[src/rtl/keygen_perm_stream_pkg.sv]
`default_nettype none
// +----------------------------------------------------------------------------+
// | keygen_pkg                                                                 |
// | Shared types, defaults and width helpers for the permuted key generator.   |
// | Revision: 1.0                                                              |
// +----------------------------------------------------------------------------+
package keygen_pkg;

  localparam int c_N_ROWS_DEF = 4;
  localparam int c_K_COLS_DEF = 6;

  typedef enum logic [2:0] {
    IDLE   = 3'd0,
    LOAD_P = 3'd1,
    LOAD_S = 3'd2,
    LOAD_G = 3'd3,
    MUL    = 3'd4,
    OUT    = 3'd5,
    DONE   = 3'd6,
    ERR    = 3'd7
  } state_t;

  function automatic int idx_w(input int k);
    return (k <= 2) ? 1 : $clog2(k);
  endfunction

  function automatic int cnt_w(input int n);
    return (n <= 2) ? 1 : $clog2(n);
  endfunction

endpackage
`default_nettype wire

[src/rtl/keygen_perm_stream_if.sv]
`default_nettype none
// +----------------------------------------------------------------------------+
// | keygen_perm_stream_if                                                      |
// | Valid/ready streams for P indices, S rows, G rows and public-key columns.  |
// | Revision: 1.0                                                              |
// +----------------------------------------------------------------------------+
interface keygen_perm_stream_if
  import keygen_pkg::*;
#(
  parameter int N_ROWS = c_N_ROWS_DEF,
  parameter int K_COLS = c_K_COLS_DEF,
  parameter int IDX_W  = idx_w(K_COLS)
);
  logic              p_valid;
  logic              p_ready;
  logic [IDX_W-1:0]  p_idx;
  logic              s_valid;
  logic              s_ready;
  logic [N_ROWS-1:0] s_row;
  logic              g_valid;
  logic              g_ready;
  logic [K_COLS-1:0] g_row;
  logic              key_valid;
  logic              key_ready;
  logic [N_ROWS-1:0] key_col;
  logic              key_last;

  modport slave (
    input  p_valid, p_idx, s_valid, s_row, g_valid, g_row, key_ready,
    output p_ready, s_ready, g_ready, key_valid, key_col, key_last
  );

  modport master (
    output p_valid, p_idx, s_valid, s_row, g_valid, g_row, key_ready,
    input  p_ready, s_ready, g_ready, key_valid, key_col, key_last
  );
endinterface
`default_nettype wire

[src/rtl/keygen_perm_stream_gf2_dot.sv]
`default_nettype none
// +----------------------------------------------------------------------------+
// | gf2_dot                                                                    |
// | GF(2) inner product: bitwise AND followed by XOR reduction.                |
// | Revision: 1.0                                                              |
// +----------------------------------------------------------------------------+
module gf2_dot #(
  parameter int W = 4
) (
  input  logic [W-1:0] i_a,
  input  logic [W-1:0] i_b,
  output logic         o_y
);
  assign o_y = ^(i_a & i_b);
endmodule
`default_nettype wire

[src/rtl/keygen_perm_stream.sv]
`default_nettype none
// +----------------------------------------------------------------------------+
// | keygen_perm_stream                                                         |
// | Computes G' = S*G*P over GF(2), streaming one column of G' per beat.       |
// | Revision: 1.0                                                              |
// +----------------------------------------------------------------------------+
module keygen_perm_stream
  import keygen_pkg::*;
#(
  parameter int N_ROWS = c_N_ROWS_DEF,
  parameter int K_COLS = c_K_COLS_DEF,
  parameter int IDX_W  = idx_w(K_COLS)
) (
  input  logic                      clk,
  input  logic                      reset,
  input  logic                      start,
  output logic                      busy,
  output logic                      perm_err,
  output logic                      done,
  keygen_perm_stream_if.slave       bus
);

  localparam int                c_CW_I   = cnt_w(N_ROWS);
  localparam int                c_CW_J   = cnt_w(K_COLS);
  localparam logic [c_CW_I-1:0] c_I_LAST = c_CW_I'(N_ROWS - 1);
  localparam logic [c_CW_J-1:0] c_J_LAST = c_CW_J'(K_COLS - 1);
  localparam logic [IDX_W:0]    c_K_EXT  = (IDX_W + 1)'(K_COLS);

  state_t            r_state;
  state_t            w_next;
  logic [c_CW_I-1:0] r_i;
  logic [c_CW_J-1:0] r_j;
  logic [K_COLS-1:0] r_seen;
  logic [N_ROWS-1:0] r_key_col;
  logic [IDX_W-1:0]  r_perm  [K_COLS];
  logic [N_ROWS-1:0] r_s_buf [N_ROWS];
  logic [K_COLS-1:0] r_g_buf [N_ROWS];

  logic [N_ROWS-1:0] w_gcol;
  logic              w_dot;
  logic              w_i_last;
  logic              w_j_last;
  logic              w_idx_bad;
  logic              w_p_wr;
  logic              w_s_acc;
  logic              w_g_acc;

  assign w_i_last  = (r_i == c_I_LAST);
  assign w_j_last  = (r_j == c_J_LAST);
  // Range test first: out-of-range indices never reach the bitmap write.
  assign w_idx_bad = ({1'b0, bus.p_idx} >= c_K_EXT) || r_seen[bus.p_idx];
  assign w_p_wr    = (r_state == LOAD_P) && bus.p_valid && !w_idx_bad;
  assign w_s_acc   = (r_state == LOAD_S) && bus.s_valid;
  assign w_g_acc   = (r_state == LOAD_G) && bus.g_valid;

  assign busy          = (r_state != IDLE);
  assign perm_err      = (r_state == ERR);
  assign done          = (r_state == DONE);
  assign bus.p_ready   = (r_state == LOAD_P);
  assign bus.s_ready   = (r_state == LOAD_S);
  assign bus.g_ready   = (r_state == LOAD_G);
  assign bus.key_valid = (r_state == OUT);
  assign bus.key_last  = (r_state == OUT) && w_j_last;
  assign bus.key_col   = r_key_col;

  always_ff @(posedge clk) begin
    if (reset) begin
      r_state <= IDLE;
    end else begin
      r_state <= w_next;
    end
  end

  always_comb begin
    w_next = r_state;
    case (r_state)
      IDLE:   if (start) w_next = LOAD_P;
      LOAD_P: begin
        if (bus.p_valid) begin
          if (w_idx_bad)     w_next = ERR;
          else if (w_j_last) w_next = LOAD_S;
        end
      end
      LOAD_S: if (bus.s_valid && w_i_last) w_next = LOAD_G;
      LOAD_G: if (bus.g_valid && w_i_last) w_next = MUL;
      MUL:    if (w_i_last) w_next = OUT;
      OUT:    if (bus.key_ready) w_next = w_j_last ? DONE : MUL;
      DONE:   w_next = IDLE;
      ERR:    if (start) w_next = LOAD_P;
      default: w_next = IDLE;
    endcase
  end

  always_ff @(posedge clk) begin
    if (reset) begin
      r_i       <= '0;
      r_j       <= '0;
      r_seen    <= '0;
      r_key_col <= '0;
    end else begin
      case (r_state)
        IDLE, ERR: begin
          if (start) begin
            r_i    <= '0;
            r_j    <= '0;
            r_seen <= '0;
          end
        end
        LOAD_P: begin
          if (w_p_wr) begin
            r_seen[bus.p_idx] <= 1'b1;
            r_j <= w_j_last ? '0 : r_j + 1'b1;
          end
        end
        LOAD_S: if (w_s_acc) r_i <= w_i_last ? '0 : r_i + 1'b1;
        LOAD_G: if (w_g_acc) r_i <= w_i_last ? '0 : r_i + 1'b1;
        MUL: begin
          r_key_col[r_i] <= w_dot;
          r_i <= w_i_last ? '0 : r_i + 1'b1;
        end
        OUT: begin
          if (bus.key_ready) begin
            r_i <= '0;
            r_j <= w_j_last ? '0 : r_j + 1'b1;
          end
        end
        default: ;
      endcase
    end
  end

  // Matrix buffers hold no reset; they are always reloaded before use.
  always_ff @(posedge clk) begin
    if (w_p_wr)  r_perm[r_j]  <= bus.p_idx;
    if (w_s_acc) r_s_buf[r_i] <= bus.s_row;
    if (w_g_acc) r_g_buf[r_i] <= bus.g_row;
  end

  always_comb begin
    w_gcol = '0;
    for (int r = 0; r < N_ROWS; r++) begin
      w_gcol[r] = r_g_buf[r][r_perm[r_j]];
    end
  end

  gf2_dot #(.W(N_ROWS)) u_dot (
    .i_a (r_s_buf[r_i]),
    .i_b (w_gcol),
    .o_y (w_dot)
  );

endmodule
`default_nettype wire
[src/flat_wrapper.sv]
// flat-port wrapper written by rule: the top's interface ports become plain ports
module keygen_perm_stream_flat import keygen_pkg::*;
#(
  parameter int N_ROWS = c_N_ROWS_DEF,
  parameter int K_COLS = c_K_COLS_DEF,
  parameter int IDX_W  = idx_w(K_COLS)
)
  (clk, reset, start, busy, perm_err, done, bus_p_valid, bus_p_idx, bus_s_valid, bus_s_row, bus_g_valid, bus_g_row, bus_key_ready, bus_p_ready, bus_s_ready, bus_g_ready, bus_key_valid, bus_key_col, bus_key_last);
  keygen_perm_stream_if #(.N_ROWS(N_ROWS), .K_COLS(K_COLS), .IDX_W(IDX_W)) bus_i ();
  input  logic clk;
  input  logic reset;
  input  logic start;
  output logic busy;
  output logic perm_err;
  output logic done;
  input wire logic [$bits(bus_i.p_valid)-1:0] bus_p_valid;
  input wire logic [$bits(bus_i.p_idx)-1:0] bus_p_idx;
  input wire logic [$bits(bus_i.s_valid)-1:0] bus_s_valid;
  input wire logic [$bits(bus_i.s_row)-1:0] bus_s_row;
  input wire logic [$bits(bus_i.g_valid)-1:0] bus_g_valid;
  input wire logic [$bits(bus_i.g_row)-1:0] bus_g_row;
  input wire logic [$bits(bus_i.key_ready)-1:0] bus_key_ready;
  output wire logic [$bits(bus_i.p_ready)-1:0] bus_p_ready;
  output wire logic [$bits(bus_i.s_ready)-1:0] bus_s_ready;
  output wire logic [$bits(bus_i.g_ready)-1:0] bus_g_ready;
  output wire logic [$bits(bus_i.key_valid)-1:0] bus_key_valid;
  output wire logic [$bits(bus_i.key_col)-1:0] bus_key_col;
  output wire logic [$bits(bus_i.key_last)-1:0] bus_key_last;
  assign bus_i.p_valid = bus_p_valid;
  assign bus_i.p_idx = bus_p_idx;
  assign bus_i.s_valid = bus_s_valid;
  assign bus_i.s_row = bus_s_row;
  assign bus_i.g_valid = bus_g_valid;
  assign bus_i.g_row = bus_g_row;
  assign bus_i.key_ready = bus_key_ready;
  assign bus_p_ready = bus_i.p_ready;
  assign bus_s_ready = bus_i.s_ready;
  assign bus_g_ready = bus_i.g_ready;
  assign bus_key_valid = bus_i.key_valid;
  assign bus_key_col = bus_i.key_col;
  assign bus_key_last = bus_i.key_last;
  keygen_perm_stream #(.N_ROWS(N_ROWS), .K_COLS(K_COLS), .IDX_W(IDX_W)) u_core (.clk(clk), .reset(reset), .start(start), .busy(busy), .perm_err(perm_err), .done(done), .bus(bus_i));
endmodule
[config.mk]
export PLATFORM = sky130hd
export DESIGN_NAME = keygen_perm_stream_flat
export DESIGN_NICKNAME = d
export VERILOG_FILES = /design/src/rtl/keygen_perm_stream_pkg.sv /design/src/rtl/keygen_perm_stream_if.sv /design/src/rtl/keygen_perm_stream_gf2_dot.sv /design/src/rtl/keygen_perm_stream.sv /design/src/flat_wrapper.sv
export SDC_FILE = /design/constraint.sdc
export NUM_CORES = 1
export LEC_CHECK = 0
export ABC_CLOCK_PERIOD_IN_PS = 3020
export CORE_UTILIZATION = 30
export CTS_CLUSTER_SIZE = 14
export DETAILED_ROUTE_END_ITERATION = 8
export GPL_TIMING_DRIVEN = 0
export HOLD_SLACK_MARGIN = 0.06
export SYNTH_ARGS = -nofsm -noshare
export SYNTH_HDL_FRONTEND = slang
export SYNTH_SLANG_ARGS = --single-unit
[constraint.sdc]
create_clock -name clk -period 3.02 [get_ports clk]
set_input_delay 0.604 -clock clk [delete_from_list [all_inputs] [get_ports clk]]
set_output_delay 0.604 -clock clk [all_outputs]
set_load 0.005 [all_outputs]
* Word-level counts from Yosys, hierarchy flattened *
Memory sizes are Yosys's and may differ from the RTL's. A register that Yosys moved wholly into a read port is not among the register bits.
Index checks and enable logic that the tools add are counted.

operators by class
  add/sub/neg operators = 2
  muxes and demuxes = 49
  bitwise operators = 2
  magnitude comparators = 6
  equality and inequality tests = 19
  reductions and logical operators = 22

operators with widths
  cell                  count
  $mux W3               14
  $pmux W3 S7           1
  $mux W2               8
  $bmux W1 S3           5
  $eq A3 B3 Y1 const B  5
  $ne A2 B1 Y1 const B  7
  $mux W1               13
  $mux W6               2
  $pmux W6 S2           1
  $pmux W2 S5           1
  $logic_and A1 B1 Y1   9
  $pmux W3 S3           1
  $lt A3 B4 Y1 const B  2
  $reduce_and A7 Y1     1
  $eq A3 B2 Y1 const B  2
  $or A6 B6 Y6          1
  $reduce_bool A3 Y1    2
  $reduce_and A5 Y1     1
  $reduce_bool A5 Y1    1
  $and A4 B4 Y4         1
  $bwmux W4             1
  $ne A2 B2 Y1 const B  2
  $reduce_and A4 Y1     1
  $reduce_xor A4 Y1     1
  17 further kinds      17

storage, ports and cells
  output and inout bits = 12
  memories kept = 3
  logic and storage cells = 108
  bits of input ports = 20
  memory bits (writable) = 58
  bits in registers = 18

memories
  memory          words  width  rd ports  clocked after Yosys merged registers in  wr ports  RTL line                  text
  u_core.r_g_buf  4      6      4         0                                        1         keygen_perm_stream.sv:37  logic [K_COLS-1:0] r_g_buf [N_ROWS];
  u_core.r_perm   6      3      1         1                                        1         keygen_perm_stream.sv:35  logic [IDX_W-1:0] r_perm [K_COLS];
  u_core.r_s_buf  4      4      1         1                                        1         keygen_perm_stream.sv:36  logic [N_ROWS-1:0] r_s_buf [N_ROWS];

* Logic depth before layout (Yosys ltp) *
Gate-level depths: netlist of the first run.

  depth after elaboration = 9
  depth in mapped cells = 12
  gate-level depth less buffers = 9

* By module *
From an unflattened synthesis of the first run, not the netlist that was laid out.

unflattened totals
  cell total of the unflattened synthesis = 281
  area total of the unflattened synthesis = 3,633.5 um^2

by module, submodules not included
  module              sequential area each (um^2)  area each (um^2)  cells each  instances
  keygen_perm_stream  2,202.1                      3,592.2           274         1
  gf2_dot             0.0                          41.3              7           1

* Worst setup path after synthesis of the first run *
Ideal clock, no wire load.

  kind = register -> register
  start = register (tool-made name)
  end = register u_core.r_key_col[0], in the netlist u_core.bus.key_col[0]
  library setup time = 0.128 ns
  stages on the path, launching flop included = 12
  clock period less this slack = 2.744 ns
  buffers on the path = 2
  slack = 0.276 ns
  required time = 2.892 ns
  arrival time = 2.616 ns
  cell sequence = dfxtp_1 buf_2 mux2_2 mux4_2 clkbuf_1 nor2_1 nor2_1 a2111oi_0 o32a_1 nor3_2 xnor2_1 o31ai_1

RTL lines
  item                           RTL line                   text
  end signal, assigned by index  keygen_perm_stream.sv:118  r_key_col[r_i] <= w_dot;
  end, declared                  keygen_perm_stream.sv:34   logic [N_ROWS-1:0] r_key_col;

==> reports/qor.yml, run 1 <==
cts:
  clk-insertion-delay-late_ps: 340
  root_buffer: "clkbuf_16"
  cts_buffer_depth: 2
  ctsHoldBuffers: 0
  numClockSinks: 81
  htreeDepth: 3
  cts_buffers: 9
  cts_tree: "built"
  clk_pin_slew_worst_paths_ps: 70
sta:
  finalSetupViolations: 0
  worst_pin_slew_ps: 505
  fin_skew_ps: 9.59
  fin_crit_sh: 0.962
  rsz0062_at_grt: "no"
  post-route-min-period_ps: 2910
  fmax_mhz: 344
  slew_viol_final: 0
  relSlewSlack: 0.661
  hold_viol: 0
power:
  share_comb_of_total_power: 0.257
  p_per_area_nw_per_um2: 714
  vdd_ir_drop_max_v: 0.000351
  swShare: 0.288
  seqPwrFrac: 0.384
  cellLeakagePower_nw: 1.56
  p_int_mw: 2.37
  switchingPower_uw: 959
  clock_power_share: 0.359
drt:
  first_pass_iters: 4
  routed_via_density: 5.00
  vias: 2409
  wl_per_cell_um: 15.5
  drc: 0
  drtAntennaViolNets: 0
  drtIter0Drc: 121
  routed_wl_um: 7450
finish:
  fin_nets: 354
  antenna_cells: 0
  fill_cells: 1147
  fin_area_um2: 4660
  final_core_util: 0.388
  drive_gt1_frac: 0.194
  area_delta_synth_final_pct: 26.3
  final_cells: 482
synthesis:
  yosys.area_share.simple: 0.127
  synth.most_common_cell: "edfxtp_1"
  synthFlopType: "edfxtp_1"
  synth_top_area_frac: 0.472
  ys_top_cells_by_area: "edfxtp_1, dfxtp_1, mux4_2, mux2i_1, nor2_1"
  synthMuxAreaShare: 0.131
  avgSynthCellArea_um2: 12.8
  synth_compound_area_frac: 0.101
  ys_types: 51
  synth_edf_count: 58
  synth_xor_area_frac: 0.00237
  synth_fp_nets: 312
  netlist_area_um2: 3690
  synthAdderAreaFrac: 0.0136
  async_flop_share: 0
  synth_top_family_by_area: "multiplexers"
  yosysWarnings: 0
  synth.largest_area_cell: "edfxtp_1"
  ys_seq_area_frac: 0.597
  yosys-top-cells-count: "edfxtp_1, nor2_1, dfxtp_1"
  synth-seq-cells: 81
  syn-instance-count: 288
setup_path:
  worst_path_dominant_cell_family: "multiplexers"
  path_cells: "buf_6 -> mux2_1 -> mux4_2 -> buf_8 -> buf_8 -> nand2_2 -> nand4b_4 -> o32a_1 -> nor3_2 -> xnor2_2 -> buf_6 -> o31ai_1"
  r2r_slack_ps: 110
  cp_num_buf_inv: 4
  cp_data_required_time_ps: 3270
  critical_path.max_fanout: 10
  endpoint_kind: "register"
  worstPathArrival_ps: 3160
  worstSetupPathType: "register to register"
  crit_path_top_delay_cell: "mux4_2"
  start_kind: "register"
  cpPeakStageDelay_ps: 490
die:
  rows: 40
  start_util: 0.307
  die_area_um2: 12800
  chipWidth_um: 113
  pin_count: 32
  die_h_um: 113
  core-area_um2: 12000
grt:
  grt_util_met2: 0.205
  grt_pass1_vias: 2507
  grt_pass1_wl_um: 12400
  antenna_found_initial: 0
  top_usage_layer: "met2"
  grt_max_degree: 17
  grt_overflow_total: 0
  use_met1: 0.167
  gr-usage-all-layers: 0.126
  grt_use_met3: 0.0268
placement:
  dp_hpwl_um: 5370
  portBuffers: 30
  dp.cells: 465
  gp_congestion: 0.836
  dpl_cell_area_um2: 4180
outcome:
  run_status: "complete, no violations"
hold_path:
  min_path_type: "register to register"
job:
  drv_cap: 0
==> cell usage in the layout (no fill, tap or decap), types with 2 or more instances in the layout <==
cell / n
mux2i_1: 14
nor2_1: 30
clkdlybuf4s50_1: 29
nand3b_1: 6
bufinv_16: 2
inv_1: 10
nor3_1: 5
mux2i_4: 3
o31ai_2: 2
mux2_1: 2
dfxtp_1: 23
clkbuf_16: 9
a311oi_1: 2
clkbuf_1: 6
buf_8: 2
and3_1: 6
o211ai_1: 4
nand2_1: 16
o21ai_0: 5
or2_2: 2
clkbuf_2: 2
a2111oi_2: 2
mux4_2: 9
a31oi_1: 6
nor3_2: 2
mux2_2: 6
nor2b_1: 2
buf_6: 2
a21oi_1: 15
edfxtp_1: 58
o21bai_1: 2
a22oi_1: 2
nand2b_1: 6
ha_1: 4
and2_1: 4
o31ai_1: 3
inv_6: 3
buf_4: 2
==> power groups by stage <==
stage / clock (mW) / sequential, mW / combinational [mW]
2_1_floorplan: 0 / 1.28 / 0.552
3_3_place_gp: 0 / 1.29 / 0.751
3_5_place_dp: 0 / 1.29 / 0.763
4_1_cts: 1.21 / 1.27 / 0.817
5_1_grt: 1.25 / 1.29 / 0.943
6_report: 1.19 / 1.28 / 0.855
==> cells by family (layout without fill, tap and decap cells) <==
group / after synthesis / count (layout)
compound gates: 53 / 53
fa+ha+maj: 4 / 4
flops: 81 / 81
xor+xnor: 1 / 1
simple gates: 89 / 89
mux: 36 / 36
buf+inv: 24 / 71
==> worst reg2reg max path: stages (launching register included) <==
cell	delay [ps]
dfxtp_1	320
buf_6	130
mux2_1	320
mux4_2	490
buf_8	170
buf_8	150
nand2_2	80
nand4b_4	130
o32a_1	370
nor3_2	240
xnor2_2	80
buf_6	140
o31ai_1	210
==> per-stage QoR <==
stage	hold WS (ps)	setup TNS [ps]	setup WS [ps]	total power, mW
after floorplan	431	0	276	1.84
final	474	0	114	3.33
after global placement	448	-15070	-822	2.04
after detailed placement	463	-17110	-946	2.06
after CTS	478	0	24.1	3.30
after global routing	507	0	22.0	3.48
==> final cells by class <==
type / count / area (um^2) / area share
repair buffers: 33 / 325 / 0.0698
inverters: 10 / 37.5 / 0.00805
clock buffers: 9 / 225 / 0.0483
flip-flops and latches: 81 / 2200 / 0.472
multi-input cells: 183 / 1500 / 0.323
plain buffers: 12 / 77.6 / 0.0166
clock inverters: 7 / 105 / 0.0226
well taps: 147 / 184 / 0.0395
==> repair_timing <==
item,CTS,global route
gates resized for setup,13,19
setup endpoints to repair,28,6
buffers inserted,1,2
pin swaps,3,4
==> registers in the layout, indices dropped and copies added (netlist names), named ones only <==
register and count:
u_core.r_g_buf 24, u_core.r_perm 18, u_core.r_s_buf 16, u_core.r_seen 6
u_core.bus.key_col 4, u_core.r_j 3, u_core.r_state 3, u_core.r_i 2
==> layer usage <==
layer	share of wire	vias up	routed length, um
li1	-	1182	-
met1	0.47	1185	3470
met2	0.49	38	3640
met3	0.037	4	273
met4	0.0082	0	61
met5	0	-	0
==> worst paths after layout <==
check	start	endpoint	cells after the start
hold / removal	u_core.r_seen[2]$_SDFFE_PP0P_	u_core.r_seen[2]$_SDFFE_PP0P_	2
setup / recovery	register	u_core.bus.key_col[1]$_SDFFE_PP0P_	12
setup reg to reg	register	u_core.bus.key_col[1]$_SDFFE_PP0P_	12
hold reg to reg	u_core.r_seen[2]$_SDFFE_PP0P_	u_core.r_seen[2]$_SDFFE_PP0P_	2
No activity file was read; power rests on OpenSTA's default activity.
==> inputs of run 2 (changes only) <==
--- a/config.mk
+++ b/config.mk
@@ -5,8 +5,8 @@
 export SDC_FILE = /design/constraint.sdc
 export NUM_CORES = 1
 export LEC_CHECK = 0
-export ABC_CLOCK_PERIOD_IN_PS = 3020
 export CORE_UTILIZATION = 30
+export CTS_CLUSTER_DIAMETER = 150
 export CTS_CLUSTER_SIZE = 14
 export DETAILED_ROUTE_END_ITERATION = 8
 export GPL_TIMING_DRIVEN = 0
==> results of run 2 <==
Final layout, timing and power as in run 1 (identical DEF).
==> inputs of run 3 (changes only) <==
--- a/config.mk
+++ b/config.mk
@@ -5,12 +5,13 @@
 export SDC_FILE = /design/constraint.sdc
 export NUM_CORES = 1
 export LEC_CHECK = 0
-export CORE_UTILIZATION = 30
+export CORE_UTILIZATION = 57
 export CTS_CLUSTER_DIAMETER = 150
 export CTS_CLUSTER_SIZE = 14
 export DETAILED_ROUTE_END_ITERATION = 8
 export GPL_TIMING_DRIVEN = 0
 export HOLD_SLACK_MARGIN = 0.06
+export PLACE_DENSITY = 0.79
 export SYNTH_ARGS = -nofsm -noshare
 export SYNTH_HDL_FRONTEND = slang
 export SYNTH_SLANG_ARGS = --single-unit
==> run 3 against run 2 <==
Via count increased by 0.12%; design area decreased by 6.0%; largest power group unchanged; highest routed layer unchanged; critical path depth unchanged; setup slack got worse by 22 ps; clock-buffer cell count increased by 2; sequential power about the same.
==> reports/qor.yml, run 3 (synthesis gave the netlist of run 1 again) <==
die:
  pin_count: 32  # unchanged
  rows: 28  # -30%
  chipWidth_um: 82.5  # -27%
  die_h_um: 82.5  # -27%
  die_area_um2: 6800  # -47%
  start_util: 0.606  # +0.298
  core-area_um2: 6100  # -49%
power:
  cellLeakagePower_nw: 1.49  # -4.7%
  total_power_mw: 2.87  # -14%
  vdd_ir_drop_max_v: 0.000358  # +1.9%
  p_per_area_nw_per_um2: 656  # -8.1%
finish:
  fin_nets: 353  # -0.28%
  fin_area_um2: 4380  # -6.0%
  regArea_um2: 2200  # unchanged
  regMostFlops: "u_core.r_g_buf"
  antenna_cells: 0  # unchanged
  fill_cells: 423  # -63%
  area_delta_synth_final_pct: 18.7
  final_common_cell: "edfxtp_1"
  reg_top3: "u_core.r_g_buf x24, u_core.r_perm x18, u_core.r_s_buf x16"
  final_core_util: 0.719  # +0.331
  largest_reg_flops: 24  # unchanged
  final_cells: 409  # -15%
  drive_gt1_frac: 0.174  # -0.0204
  multiInputGateArea_um2: 1470  # -2.0%
  final_cell_mix: "edfxtp_1, nor2_1, clkdlybuf4s50_1"
cts:
  numClockSinks: 81  # unchanged
  root_buffer: "clkbuf_8"
  htreeDepth: 3  # unchanged
  cts_tree: "built"
  clk-insertion-delay-late_ps: 350  # about the same
  cts_buffers: 9  # unchanged
  cts_buffer_depth: 2  # unchanged
  clk_pin_slew_worst_paths_ps: 80  # about the same
hold_path:
  min_path_type: "register to register"
setup_path:
  crit_path_top_delay_cell: "mux4_2"
  cp_num_buf_inv: 4  # unchanged
  path_cells: "buf_6 -> mux2_1 -> mux4_2 -> buf_6 -> buf_6 -> nand2_2 -> nand4b_4 -> o32a_1 -> nor3_2 -> xnor2_2 -> buf_4 -> o31ai_1"
  critical_path.max_fanout: 10  # unchanged
  cpPeakStageDelay_ps: 460  # -30 ps
  worstPathArrival_ps: 3190  # +30 ps
  cp_common_cell: "buf_6"
  endpoint_kind: "register"
  start_kind: "register"
  worstSetupPathType: "register to register"
  worst_path_dominant_cell_family: "multiplexers"
  cp_data_required_time_ps: 3290  # +20 ps
drt:
  drtIter0Drc: 126  # +4.1%
  routed_wl_um: 7190  # -3.4%
  vias: 2412  # +0.12%
  drc: 0  # unchanged
  first_pass_iters: 4  # unchanged
  routed_via_density: 5.90  # +18%
  wl_per_cell_um: 17.6  # +14%
  drtAntennaViolNets: 0  # unchanged
sta:
  slew_viol_final: 0  # unchanged
  fin_skew_ps: 8.13  # -1.46 ps
  hold_viol: 0  # unchanged
  relSlewSlack: 0.607  # -0.0538
  finalSetupViolations: 0  # unchanged
  hold_slack_ps: 484  # +9.34 ps
  fmax_mhz: 342  # -0.74%
  post-route-min-period_ps: 2930  # +21.7 ps
  rsz0062_at_grt: "yes"
  worst_pin_slew_ps: 585  # +80.1 ps
  fin_crit_sh: 0.969  # +0.00718
grt:
  antenna_found_initial: 0  # unchanged
  grt_overflow_total: 0  # unchanged
  grt_pass1_wl_um: 11300  # -9.1%
  gr-usage-all-layers: 0.232  # +0.106
  grt_pass1_vias: 2369  # -5.5%
  grt_max_degree: 14  # -3
outcome:
  run_status: "complete, no violations"
placement:
  dpl_cell_area_um2: 4090  # -2.2%
  dp_hpwl_um: 5090  # -5.2%
  dp.cells: 393  # -15%
  portBuffers: 30  # unchanged
  gp_congestion: 0.817  # -2.3%
job:
  drv_cap: 0  # unchanged
-- run 3: cell count changes in the layout (fill, tap and decap cells not counted), sizes merged --
cell,delta
clkdlybuf4s15,+1
dlygate4sd2,-1
clkdlybuf4s50,-1
inv,-3
bufinv,-1
clkbuf,+2
dlymetal6s2s,+1
buf,-1
clkinv,+2
-- run 3: stage by stage --
step / setup TNS, ps / setup slack [ps]
3_5_place_dp: -13050 / -717
4_1_cts: 0 / 0.399
3_3_place_gp: -11100 / -667
6_report: 0 / 92.7
5_1_grt: -199 / -59.9
2_1_floorplan: 0 / 276
-- run 3: power by group --
| part | internal (mW) | switching, mW | total [mW] |
|---|---|---|---|
| Combinational | 0.369 | 0.467 | 0.836 |
| Clock | 0.382 | 0.379 | 0.761 |
| Sequential | 1.24 | 0.0401 | 1.28 |
-- run 3: worst reg2reg max path, stage by stage (launching register included) --
cell and delay [ps]:
dfxtp_1 330, buf_6 120, mux2_1 320, mux4_2 460
buf_6 160, buf_6 150, nand2_2 80, nand4b_4 130
o32a_1 370, nor3_2 240, xnor2_2 100, buf_4 170
o31ai_1 210
-- run 3: path summary, 6_finish.rpt --
kind / endpoint / cells past startpoint / slack, ps / from
max reg2reg: u_core.bus.key_col[0]$_SDFFE_PP0P_ / 12 / 90 / register
min: u_core.r_seen[1]$_SDFFE_PP0P_ / 2 / 480 / u_core.r_seen[1]$_SDFFE_PP0P_
min reg2reg: u_core.r_seen[1]$_SDFFE_PP0P_ / 2 / 480 / u_core.r_seen[1]$_SDFFE_PP0P_
max: u_core.bus.key_col[0]$_SDFFE_PP0P_ / 12 / 90 / register
-- run 3: repair_timing --
| item | in CTS | in global routing |
|---|---|---|
| setup buffers | 0 | 2 |
| resized for setup | 7 | 20 |
| hold endpoints to repair | 0 | 0 |
| hold buffers | 0 | 0 |
| endpoints found under the setup margin | 24 | 9 |
| pin swaps | 2 | 4 |
-- run 3: area by class of cell --
| type | count | share of cell area |
|---|---|---|
| clock inverters | 5 | 0.0126 |
| multi-input cells | 183 | 0.336 |
| inverters | 10 | 0.00857 |
| flip-flops and latches | 81 | 0.503 |
| plain buffers | 12 | 0.0160 |
| repair buffers | 32 | 0.0725 |
| clock buffers | 11 | 0.0300 |
| well taps | 75 | 0.0214 |
-- run 3: routing by layer --
metal	global-route usage	routed length, um
met5	0	0
met4	0.0807	140
met3	0.0495	230
met2	0.377	3430
met1	0.310	3400
==> RTL change 1 (settings of run 2) <==
Reset style: asynchronous (`reset`), changed in 2 clocked blocks.
--- a/src/rtl/keygen_perm_stream.sv
+++ b/src/rtl/keygen_perm_stream.sv
@@ -65,3 +65,3 @@
 
-  always_ff @(posedge clk) begin
+  always_ff @(posedge clk or posedge reset) begin
     if (reset) begin
@@ -93,3 +93,3 @@
 
-  always_ff @(posedge clk) begin
+  always_ff @(posedge clk or posedge reset) begin
     if (reset) begin
Check against the original RTL: differs if reset is asserted again (counterexample within 4 cycles, from zero or initial values and one cycle with reset high); with reset held inactive, the same outputs for 10 cycles.
==> RTL change 1 against run 2 <==
- die area is 2.9% higher
- area after synthesis is 3.0% higher
- synthesized cell count increased by 11%
- final area grew 1.3%
- via count increased by 13%
- utilization hardly changed
- count of clock-buffer cells in the layout increased by 3
- critical path type unchanged
- sequential cell count decreased by 5
- worst setup slack lost 0.016 ns
- critical path depth shrank 3
- wire length rose by 12%
Power is not compared: it rests on default switching activity, and its combinational part moved more than twofold at a synthesized area within 25%.
==> RTL change 1: results (changes against run 2) <==
outcome: "complete, no violations"
netlist_top_cells_count: "58 x edfxtp_1, 28 x nor2_1, 24 x nand2_1, 19 x a21oi_1, 19 x inv_1"
grtUsageMet2_pct: 22.14  # +1.6 points
globalRouteMet3Util_pct: 3.547  # +0.87 points
cts_buffers: 9  # unchanged
met1_length_um: 3880  # +12%
post_drt_via_cell_ratio: 5.046  # +0.97%
dp_hpwl_um: 6010  # +12%
fin_total_pwr_mw: 4.656
nFillCells: 1154  # +0.61%
synth_edf_count: 58  # unchanged
synth-compound-area-share_pct: 16.23  # +6.1 points
dp_slack_ns: -0.5021  # +0.4444 ns
synth-xor-area-share_pct: 0  # -0.24 points
ff2ff_path_depth: 9  # -3
ys_seq_area_share_pct: 57.67  # -2.0 points
clock_skew_ns: 0.01226  # +0.002670 ns
critPathMaxFanout: 5  # -5
cts_setup_buffers: 1  # unchanged
wirelength_um: 8350  # +12%
crit_end: "u_core.bus.key_col[1]$_DFFE_PP0P_"
dp.cells: 519  # +12%
slew_headroom_pct: 51.28  # -15 points
gp_congestion: 0.8369  # about the same
routed.top_layer: "met4"
drtPass1Iterations: 5  # +1
syn_nets: 344  # +10%
drt_iter0_markers: 175  # +45%
critPathArrivalTime_ns: 3.13  # -0.03 ns
grt_first_pass_wirelength_um: 13770  # +11%
wl_met2_um: 4001  # +10%
cpMaxStageDelayCell: "or4_4"
synth.area.top_cells: "edfxtp_1 46%, dfrtp_1 12%, mux4_2 3.6%, nor2_1 2.8%, a21oi_1 2.5%"
async_reset_ff_share_pct: 23.68  # +24 points
slowest_delay_ns: 0.54  # +0.05 ns
yosys.area_share.adder_pct: 1.317  # -0.039 points
track_usage_pct: 13.82  # +1.2 points
wl_met3_um: 385  # +41%
drive_above_1_share_pct: 15.59  # -3.8 points
hold_path.class: "flip-flop to flip-flop"
synth_cell_type_count: 61  # +20%
place_area_mm2: 0.004322  # +3.5%
holdWs_ns: 0.4903  # +0.01593 ns
r2r_setup_slack_ns: 0.1  # -0.02 ns
use_met1_pct: 18.22  # +1.5 points
min_period_over_period_pct: 96.74  # +0.53 points
grt_max_degree: 19  # +2
vdd_drop_max_mv: 0.4106
port_buffers: 31  # +3.3%
synth_mux_area_share_pct: 7.209  # -5.9 points
hold_start: "u_core.bus.key_col[2]$_DFFE_PP0P_"
hold_path_end: "u_core.bus.key_col[2]$_DFFE_PP0P_"
reg.largest.list: "u_core.r_g_buf (24), u_core.r_perm (18), u_core.r_s_buf (16)"
fin_nets: 391  # +10%
cts_resized: 9  # -4
wire_per_inst_um: 15.46  # about the same
grt_pass1_vias: 2728  # +8.8%
syn_inst: 320  # +11%
-- RTL change 1: cell count changes in the layout (fill, tap and decap cells not counted), sizes merged, moves of 7 or more --
cell,before,now
dfrtp,0,18
mux2i,18,6
nand2,17,24
o21ai,6,18
dfxtp,23,0
-- RTL change 1: worst max-delay path, delay by kind of cell, from the launching register on --
family                 cells  cell delay [ns]
muxes                      2             0.63
DFF                        1             0.38
buffers and inverters      1             0.14
AOI/OAI and AO/OA          4             1.00
and+or+nand+nor            2             0.65
-- RTL change 1: layout make-up --
class,instances,area [µm²],area share (%)
multi-input combinational,211,1510,31.97
buffer,14,87.58,1.854
clock buffer,12,279.0,5.907
timing repair buffer,36,345.3,7.311
clock inverter,4,27.53,0.5828
sequential,76,2192,46.41
inverter,19,71.32,1.510
tap,168,210.2,4.450
==> RTL change 2 (config.mk and constraints of run 2) <==
Without the edit above. `c_N_ROWS_DEF`: 4 -> 2.
--- a/src/rtl/keygen_perm_stream_pkg.sv
+++ b/src/rtl/keygen_perm_stream_pkg.sv
@@ -8,3 +8,3 @@
 
-  localparam int c_N_ROWS_DEF = 4;
+  localparam int c_N_ROWS_DEF = 2;
   localparam int c_K_COLS_DEF = 6;
Interface: changed (resized bus_key_col and bus_s_row); port bits go from 32 to 28. No check against the original RTL was run, so the function may have changed too.
==> RTL change 2 against run 2 <==
- clock power fell by 68%
- final area fell by 37%
- worst hold slack got worse by 0.0063 ns
- area after synthesis fell by 33%
- global-route usage fell by 0.23 points
- sequential cell count fell by 28
- worst setup slack improved by 0.0044 ns
- power fell by 58%
- wire length fell by 33%
- critical endpoint is now bus_key_last
- largest power group unchanged
==> RTL change 2: results (changes against run 2) <==
clk_pin_slew_ns: 0.09  # +0.02 ns
synth_edf_count: 34  # -41%
port_buffers: 26  # -13%
cts_buffers: 5  # -4
yosys.area_share.adder_pct: 0  # -1.4 points
synth_mux_area_share_pct: 11.95  # -1.2 points
yosysWarnings: 0  # unchanged
clock_skew_ns: 0.005725  # -0.003865 ns
critPathArrivalTime_ns: 2.30  # -0.86 ns
holdWs_ns: 0.4681  # -0.006309 ns
grt_first_pass_wirelength_um: 8300  # -33%
ys_seq_area_share_pct: 56.97  # -2.7 points
synth_cell_type_count: 41  # -20%
synth.area.top_cells: "edfxtp_1 42%, dfxtp_1 15%, mux4_2 4.6%, mux2i_1 3.3%, mux2_2 3.2%"
drive_above_1_share_pct: 12.24  # -7.2 points
synth-compound-area-share_pct: 12.82  # +2.7 points
p_leak_nw: 0.9632  # -38%
regToRegEndpoint: "u_core.r_perm[2][1]$_DFFE_PP_"
cts_setup_buffers: 0  # -1
wirelength_um: 4975  # -33%
top_register: "u_core.r_perm"
fin_nets: 262  # -26%
htree_levels: 2  # -1
hold_start: "u_core.r_seen[5]$_SDFFE_PP0P_"
nFillCells: 795  # -31%
drt_iter0_markers: 59  # -51%
ff2ff_path_depth: 6  # -6
async_reset_ff_share_pct: 0  # unchanged
cts_root_buffer: "clkbuf_8"
r2r_setup_slack_ns: 0.62  # +0.51 ns
hold_path.class: "flip-flop to flip-flop"
worst_slew_pin_slew_ns: 0.5166  # +0.01146 ns
dp_hpwl_um: 3662  # -32%
syn_nets: 229  # -27%
vias: 1731  # -28%
antenna_cells: 0  # unchanged
outcome: "complete, no violations"
clk-insertion-delay-late_ns: 0.30  # -0.04 ns
netlist_top_cells_count: "34 x edfxtp_1, 19 x dfxtp_1, 14 x a21oi_1, 14 x nand2_1, 14 x nor2_1"
cts.path.max_buffers: 2  # unchanged
synth-xor-area-share_pct: 0.3561  # +0.12 points
hold_path_end: "u_core.r_seen[5]$_SDFFE_PP0P_"
gp_congestion: 0.8751  # +4.6%
track_usage_pct: 12.36  # -0.23 points
vdd_drop_max_mv: 0.1804  # -49%
grt_pass1_vias: 1757  # -30%
ff_latch_area_mm2: 0.001401  # -36%
place_area_mm2: 0.002848  # -32%
cts_resized: 4  # -9
synth.most_common_cell: "edfxtp_1"
reg.largest.list: "u_core.r_perm (18), u_core.r_g_buf (12), u_core.r_seen (6)"
whs_path_depth: 1  # -1
[RTL change 2: cell count changes after synthesis, sizes merged, moves of 4 or more]
cell	before	now
nor2	30	14
mux2i	18	9
o21ai	6	13
nand3b	6	1
a22o	0	4
o31ai	6	2
dfxtp	23	19
edfxtp	58	34
a31oi	6	1
mux4	9	5
ha	4	0
[RTL change 2: cell type report]
type                    count  area share (%)
clock inverters             2          0.5087
clock buffers               6           2.459
multi-input cells         140           33.87
plain buffers              11           1.738
repair buffers             26           8.733
flip-flops and latches     53           47.48
well taps                 102           4.324
inverters                   7          0.8902
[RTL change 2: cells by family (layout without fill, tap and decap cells)]
logic type,Yosys count,after routing
muxes,21,21
xor gates and xnor gates,1,1
and+or+nand+nor,70,70
DFF,53,53
AOI/OAI and AO/OA,48,48
buffers and inverters,18,52
[RTL change 2: power breakdown]
group	internal (mW)	leakage [nW]	switching, mW
Combinational	0.103	0.466	0.127
Sequential	0.784	0.460	0.00704
Clock	0.163	0.0374	0.222
[RTL change 2: worst max-delay path by stage]
stage,end,slack [ns],from
after global routing,bus_key_last,0.03,u_core.r_state[2]$_SDFFE_PP0P_
after floorplan,u_core.r_perm[2][0]$_DFFE_PP_,0.45,bus_p_idx[0]
after global placement,u_core.r_perm[0][2]$_DFFE_PP_,-0.63,bus_p_idx[0]
final,bus_key_last,0.12,u_core.r_state[2]$_SDFFE_PP0P_
after CTS,u_core.r_perm[2][0]$_DFFE_PP_,0.02,bus_p_idx[0]
after detailed placement,u_core.r_perm[2][0]$_DFFE_PP_,-0.72,bus_p_idx[0]
[RTL change 2: critical path: stages, from the launching register on]
cell and delay, ns:
dfxtp_1 0.38, clkbuf_1 0.38, clkbuf_2 0.29, and2_1 0.22, and3_1 0.21, clkdlybuf4s50_1 0.50
[RTL change 2: per-stage QoR]
stage,power [mW],TNS (ns),cells,setup WS (ns)
finish,1.406,0,347,0.1188
global route,1.475,0,347,0.02515
CTS,1.423,0,347,0.02234
global placement,1.034,-9.359,339,-0.6324
detailed placement,1.034,-10.37,339,-0.7247
floorplan,0.9545,0,211,0.4537
[RTL change 2: per-layer routing]
layer | global-route usage (%) | wire, µm | vias to the layer above
met1 | 15.69 | 2382 | 835
met4 | 4.688 | 76 | 0
met5 | 0 | 0 | -
li1 | - | - | 856
met2 | 20.74 | 2372 | 33
met3 | 2.381 | 144 | 7
